===== src/rtl/pc_sequencer.sv =====
// pc_sequencer
//    Fetch sequencer for the single-cycle lab CPU. Owns the program counter,
//    issues instruction-fetch requests, presents each fetched instruction to
//    decode/execute through a valid/ready handshake, and selects the next PC
//    (sequential, redirect, or halt).
//
// Ports
//    clk, reset        rising-edge clock, asynchronous active-low reset
//    start             leave IDLE/HALTED and begin fetching
//    imem_req/addr     fetch request (held until imem_ack), fetch address = pc
//    imem_ack/rdata    fetch completion and instruction word
//    instr_valid/ready instruction handshake towards decode/execute
//    instr, instr_pc   latched instruction word and its PC
//    ex_redirect/target taken branch/jump, qualified by accept
//    halt_op           accepted instruction is HALT, qualified by accept
//    pc                current program counter
//    halted            sequencer is in HALTED
//    err               sticky misaligned-redirect flag
//    retire_count      instructions accepted since reset/restart
//
// Configuration
//    PC_ALIGN_CHECK_EN  when defined, a redirect to a target with non-zero
//                       low two bits sets err and halts instead of fetching.
//                       When undefined, targets are loaded unmodified and err
//                       stays 0.
module pc_sequencer #(
   parameter logic [31:0] RESET_VECTOR = 32'h0000_0000,
   parameter logic [31:0] PC_STEP      = 32'd4
) (
   input  logic        clk,
   input  logic        reset,
   input  logic        start,
   output logic        imem_req,
   output logic [31:0] imem_addr,
   input  logic        imem_ack,
   input  logic [31:0] imem_rdata,
   output logic        instr_valid,
   input  logic        instr_ready,
   output logic [31:0] instr,
   output logic [31:0] instr_pc,
   input  logic        ex_redirect,
   input  logic [31:0] ex_target,
   input  logic        halt_op,
   output logic [31:0] pc,
   output logic        halted,
   output logic        err,
   output logic [31:0] retire_count
);

   typedef enum logic [1:0] {
      S_IDLE,
      S_FETCH,
      S_VALID,
      S_HALTED
   } state_e;

   state_e      state_q, state_d;
   logic [31:0] pc_q, pc_d;
   logic [31:0] instr_q, instr_d;
   logic [31:0] instr_pc_q, instr_pc_d;
   logic [31:0] retire_q, retire_d;
   logic        req_q, req_d;
   logic        valid_q, valid_d;
   logic        halted_q, halted_d;
   logic        err_q, err_d;
   logic        misaligned;

`ifdef PC_ALIGN_CHECK_EN
   assign misaligned = (ex_target[1:0] != 2'b00);
`else
   // Without the check no target is treated as misaligned, so err_q never
   // leaves its reset value and the redirect path loads ex_target as-is.
   assign misaligned = 1'b0;
`endif

   always_comb begin
      state_d    = state_q;
      pc_d       = pc_q;
      instr_d    = instr_q;
      instr_pc_d = instr_pc_q;
      retire_d   = retire_q;
      req_d      = req_q;
      valid_d    = valid_q;
      halted_d   = halted_q;
      err_d      = err_q;

      unique case (state_q)
         S_IDLE: begin
            if (start) begin
               state_d = S_FETCH;
               req_d   = 1'b1;
            end
         end

         S_FETCH: begin
            if (imem_ack) begin
               state_d    = S_VALID;
               instr_d    = imem_rdata;
               instr_pc_d = pc_q;
               req_d      = 1'b0;
               valid_d    = 1'b1;
            end
         end

         S_VALID: begin
            if (instr_ready) begin
               retire_d = retire_q + 32'd1;
               valid_d  = 1'b0;
               // HALT outranks redirect; a misaligned redirect halts with pc
               // left pointing at the offending branch.
               if (halt_op || (ex_redirect && misaligned)) begin
                  state_d  = S_HALTED;
                  halted_d = 1'b1;
                  if (!halt_op) begin
                     err_d = 1'b1;
                  end
               end else begin
                  state_d = S_FETCH;
                  req_d   = 1'b1;
                  pc_d    = ex_redirect ? ex_target : (pc_q + PC_STEP);
               end
            end
         end

         S_HALTED: begin
            if (start) begin
               state_d  = S_FETCH;
               pc_d     = RESET_VECTOR;
               retire_d = '0;
               halted_d = 1'b0;
               req_d    = 1'b1;
            end
         end

         default: begin
            state_d = S_IDLE;
         end
      endcase
   end

   always_ff @(posedge clk or negedge reset) begin
      if (!reset) begin
         state_q    <= S_IDLE;
         pc_q       <= RESET_VECTOR;
         instr_q    <= '0;
         instr_pc_q <= '0;
         retire_q   <= '0;
         req_q      <= 1'b0;
         valid_q    <= 1'b0;
         halted_q   <= 1'b0;
         err_q      <= 1'b0;
      end else begin
         state_q    <= state_d;
         pc_q       <= pc_d;
         instr_q    <= instr_d;
         instr_pc_q <= instr_pc_d;
         retire_q   <= retire_d;
         req_q      <= req_d;
         valid_q    <= valid_d;
         halted_q   <= halted_d;
         err_q      <= err_d;
      end
   end

   assign imem_req     = req_q;
   assign imem_addr    = pc_q;
   assign instr_valid  = valid_q;
   assign instr        = instr_q;
   assign instr_pc     = instr_pc_q;
   assign pc           = pc_q;
   assign halted       = halted_q;
   assign err          = err_q;
   assign retire_count = retire_q;

endmodule


===== config.mk =====
export PLATFORM = sky130hd
export DESIGN_NAME = pc_sequencer
export DESIGN_NICKNAME = d
export VERILOG_FILES = /design/src/rtl/pc_sequencer.sv
export SDC_FILE = /design/constraint.sdc
export NUM_CORES = 1
export LEC_CHECK = 0
export CORE_AREA = 4 4 142 144
export CTS_CLUSTER_DIAMETER = 50
export DETAILED_ROUTE_END_ITERATION = 6
export DIE_AREA = 0 0 146 148
export MAX_ROUTING_LAYER = met4
export PLACE_DENSITY = 0.68
export REMOVE_ABC_BUFFERS = 1
export SYNTH_ARGS = -nofsm -noshare
export SYNTH_HDL_FRONTEND = slang
export SYNTH_SLANG_ARGS = --single-unit
export TNS_END_PERCENT = 1

===== constraint.sdc =====
create_clock -name clk -period 2.1 [get_ports clk]
set_input_delay 0.42 -clock clk [delete_from_list [all_inputs] [get_ports clk]]
set_output_delay 0.42 -clock clk [all_outputs]
set_load 0.005 [all_outputs]

==> out/results.ini <==
[status]
status = complete, no violations

[cts]
cts_buffers = 17
cts_tree = yes
clock_sinks = 133
worstSkewPairLatency_ps = 420
clockRootBuffer = clkbuf_16
htree_levels = 4
clock_path_buffers = 2
clk_pin_slew_ps = 60

[timing]
finalHoldViolCount = 0
worst_pin_slew_ps = 530
period_minus_slack_ps = 2010
relSlewSlack_pct = 64.7
whs_ps = 482
fin_skew_ps = 7.59
drv_slew = 0
setup_viol = 0
grt_setup_unrepaired = true
fin_crit_sh_pct = 95.8
fmaxAchievable_mhz = 497

[layout]
layout.nets = 966
drive_gt1_share_pct = 20.7
fin_cells = 1136
finalCoreUtilization_pct = 54.2
fillers = 1653
area_growth_pct = 51.1

[job]
max-cap-violations = 0

[pwr]
internal-power_mw = 7.69
peakVddDrop_mv = 0.582
leakagePower_nw = 4.29
p_seq_share_pct = 34.0
combPwrFrac_pct = 38.7
pwr-share-clk_pct = 27.3
power_switching_mw = 3.13
pwr_density_cell_mw_per_mm2 = 1070
switching_share_pct = 28.9

[critical_path]
cp-end-kind = flop
cpMostUsedCell = buf_4
cp_num_buf_inv = 4
crit_chain = inv_1 > ha_2 > buf_4 > nor4bb_2 > buf_4 > buf_4 > and2_1 > a221o_1
cp_slowest_cell = dfrtp_1
ff2ff_setup_slack_ps = 90
r2r_cells = 8
timing.rr.end = imem_addr[30]$_DFFE_PN0P_
reg2reg_from = state_q[0]$_DFFE_PN0P_
required_ps = 2400
path_class = flop to flop
max_stage_delay_ps = 390
cp_max_fo = 7
start_kind = flop
crit_family = buffers and inverters
arrival_ps = 2310

[floorplan]
design.die.area_mm2 = 0.0216
die_x_um = 146
ios = 235
core_area_mm2 = 0.0187
row_count = 50
start_util_pct = 35.9
die_height_um = 148

[routing]
drc_errors = 0
drtIter0Drc = 360
vias_per_cell = 5.12
wirelength_mm = 19.5
vias = 5814
drtPass1Iterations = 7
wl_per_cell_um = 17.2
final_antenna_net_count = 0

[yosys]
synth_top_area_share_pct = 49.6
synthCells = 642
syn_avg_cell_area_um2 = 10.5
synth-main-ff-cell = dfrtp_1
yosys_warnings = 0
synth_seq_cells = 133
synth_edf_count = 0
synth_top_area_cell = dfrtp_1
syn_area_mm2 = 0.00671
seq_area_frac_synth_pct = 49.6
async_flop_share_pct = 100
synth_cell_types = 57
synth_common_cells = 133 x dfrtp_1, 63 x mux2_2, 55 x nor2_1, 46 x o21ai_0, 45 x nand2_1
ys_top_cells_by_area = dfrtp_1 50%, mux2_2 11%, buf_4 3.8%
synth_most_common_cell = dfrtp_1

[placed_design]
port_buffers = 233
hpwl_mm = 14.3
place_inst = 1103
place_congestion = 0.818

[global_routing]
first_global_vias = 5966
grt_pass1_wl_mm = 31.9
grt.overflow.total = 0
antenna_found_initial = 2
grt_usage_pct = 18.9
grt_max_degree = 54

[hold_path]
whs_path_depth = 2
min-delay-start = instr_pc[12]$_DFFE_PN0P_
min_to = instr_pc[12]$_DFFE_PN0P_
hp-class = flop to flop

## metrics by stage
step,power [mW],instance area [um^2],setup TNS (ps),worst slack (ps)
global route,11.4,10100,-81.2,-24.5
detailed placement,7.90,9480,-2780,-118
CTS,10.9,10100,0,53.4
floorplan,5.22,6290,-35780,-473
finish,10.8,10100,0,87.8
global placement,7.83,9480,-1170,-74.5
## cell usage in the layout, fill, tap and decap left out, drive strengths merged, types with 23 or more instances in the layout
cell | Yosys | routed
o21ai | 46 | 46
nand2 | 45 | 45
clkbuf | 24 | 25
clkdlybuf4s50 | 0 | 231
buf | 44 | 65
dfrtp | 133 | 133
xnor2 | 23 | 23
a21oi | 30 | 30
mux2 | 63 | 63
nor2 | 55 | 55
## power by group through the flow
stage | registers, mW | clock network, mW | logic [mW]
finish | 3.68 | 2.95 | 4.18
floorplan | 3.84 | 0 | 1.38
global route | 3.78 | 3.12 | 4.55
global placement | 3.69 | 0 | 4.14
CTS | 3.68 | 3.02 | 4.20
detailed placement | 3.72 | 0 | 4.18
## timing repair
action                                  4_1_cts  5_1_grt
hold buffers                                  1        0
buffers inserted                              0        1
endpoints found under the hold margin        50        0
endpoints found under the setup margin        0       41
resized for setup                             0       15
## tightest hold or removal path: cells and delay by family, from the launching register on
kind	cells	cell delay (ps)
flops	1	340
compound gates	1	60
simple gates	1	50
## cell type report
class	instances	area (um^2)	share of cell area [%]
sequential	133	3330	32.8
multi-input combinational	425	2980	29.4
timing repair buffer	297	2900	28.6
clock buffer	25	505	4.98
tap	234	293	2.89
clock inverter	4	70.1	0.691
inverter	16	60.1	0.592
antenna	2	5.00	0.0493
## cell families after synthesis
kind of cell    Yosys count  share of synthesized area (%)
simple gates            205                           16.7
flops                   133                           49.6
compound gates          120                           10.9
buf+inv                  84                           7.21
mux                      67                           11.2
xor+xnor                 27                           3.52
fa+ha+maj                 5                          0.932
other cells               1                         0.0559
## sequential cells by signal (all words and copies together), names as in the netlist
name          cells
retire_count     32
instr_valid       1
imem_addr        32
instr_pc         32
imem_req          1
instr            32
state_q           2
halted            1
## how the worst max path moves through the flow
| stage | from | end | slack [ps] | cells after the start |
|---|---|---|---|---|
| 6_report | state_q[0]$_DFFE_PN0P_ | imem_addr[30]$_DFFE_PN0P_ | 90 | 8 |
| 5_1_grt | state_q[0]$_DFFE_PN0P_ | retire_count[31]$_DFFE_PN0P_ | -20 | 9 |
| 4_1_cts | state_q[0]$_DFFE_PN0P_ | retire_count[31]$_DFFE_PN0P_ | 50 | 7 |
| 3_5_place_dp | instr_ready | imem_addr[13]$_DFFE_PN0P_ | -120 | 8 |
| 3_3_place_gp | instr_ready | retire_count[13]$_DFFE_PN0P_ | -70 | 8 |
| 2_1_floorplan | state_q[0]$_DFFE_PN0P_ | instr[0]$_DFFE_PN0P_ | -470 | 3 |
## per-layer routing
| layer | vias to the layer above | routed length, um | GRT usage [%] |
|---|---|---|---|
| met4 | 0 | 254 | 5.60 |
| li1 | 2756 | - | - |
| met1 | 2805 | 8650 | 23.7 |
| met5 | - | 0 | - |
| met3 | 23 | 1240 | 5.00 |
| met2 | 230 | 9360 | 30.4 |
No activity file was read; power rests on OpenSTA's default activity.
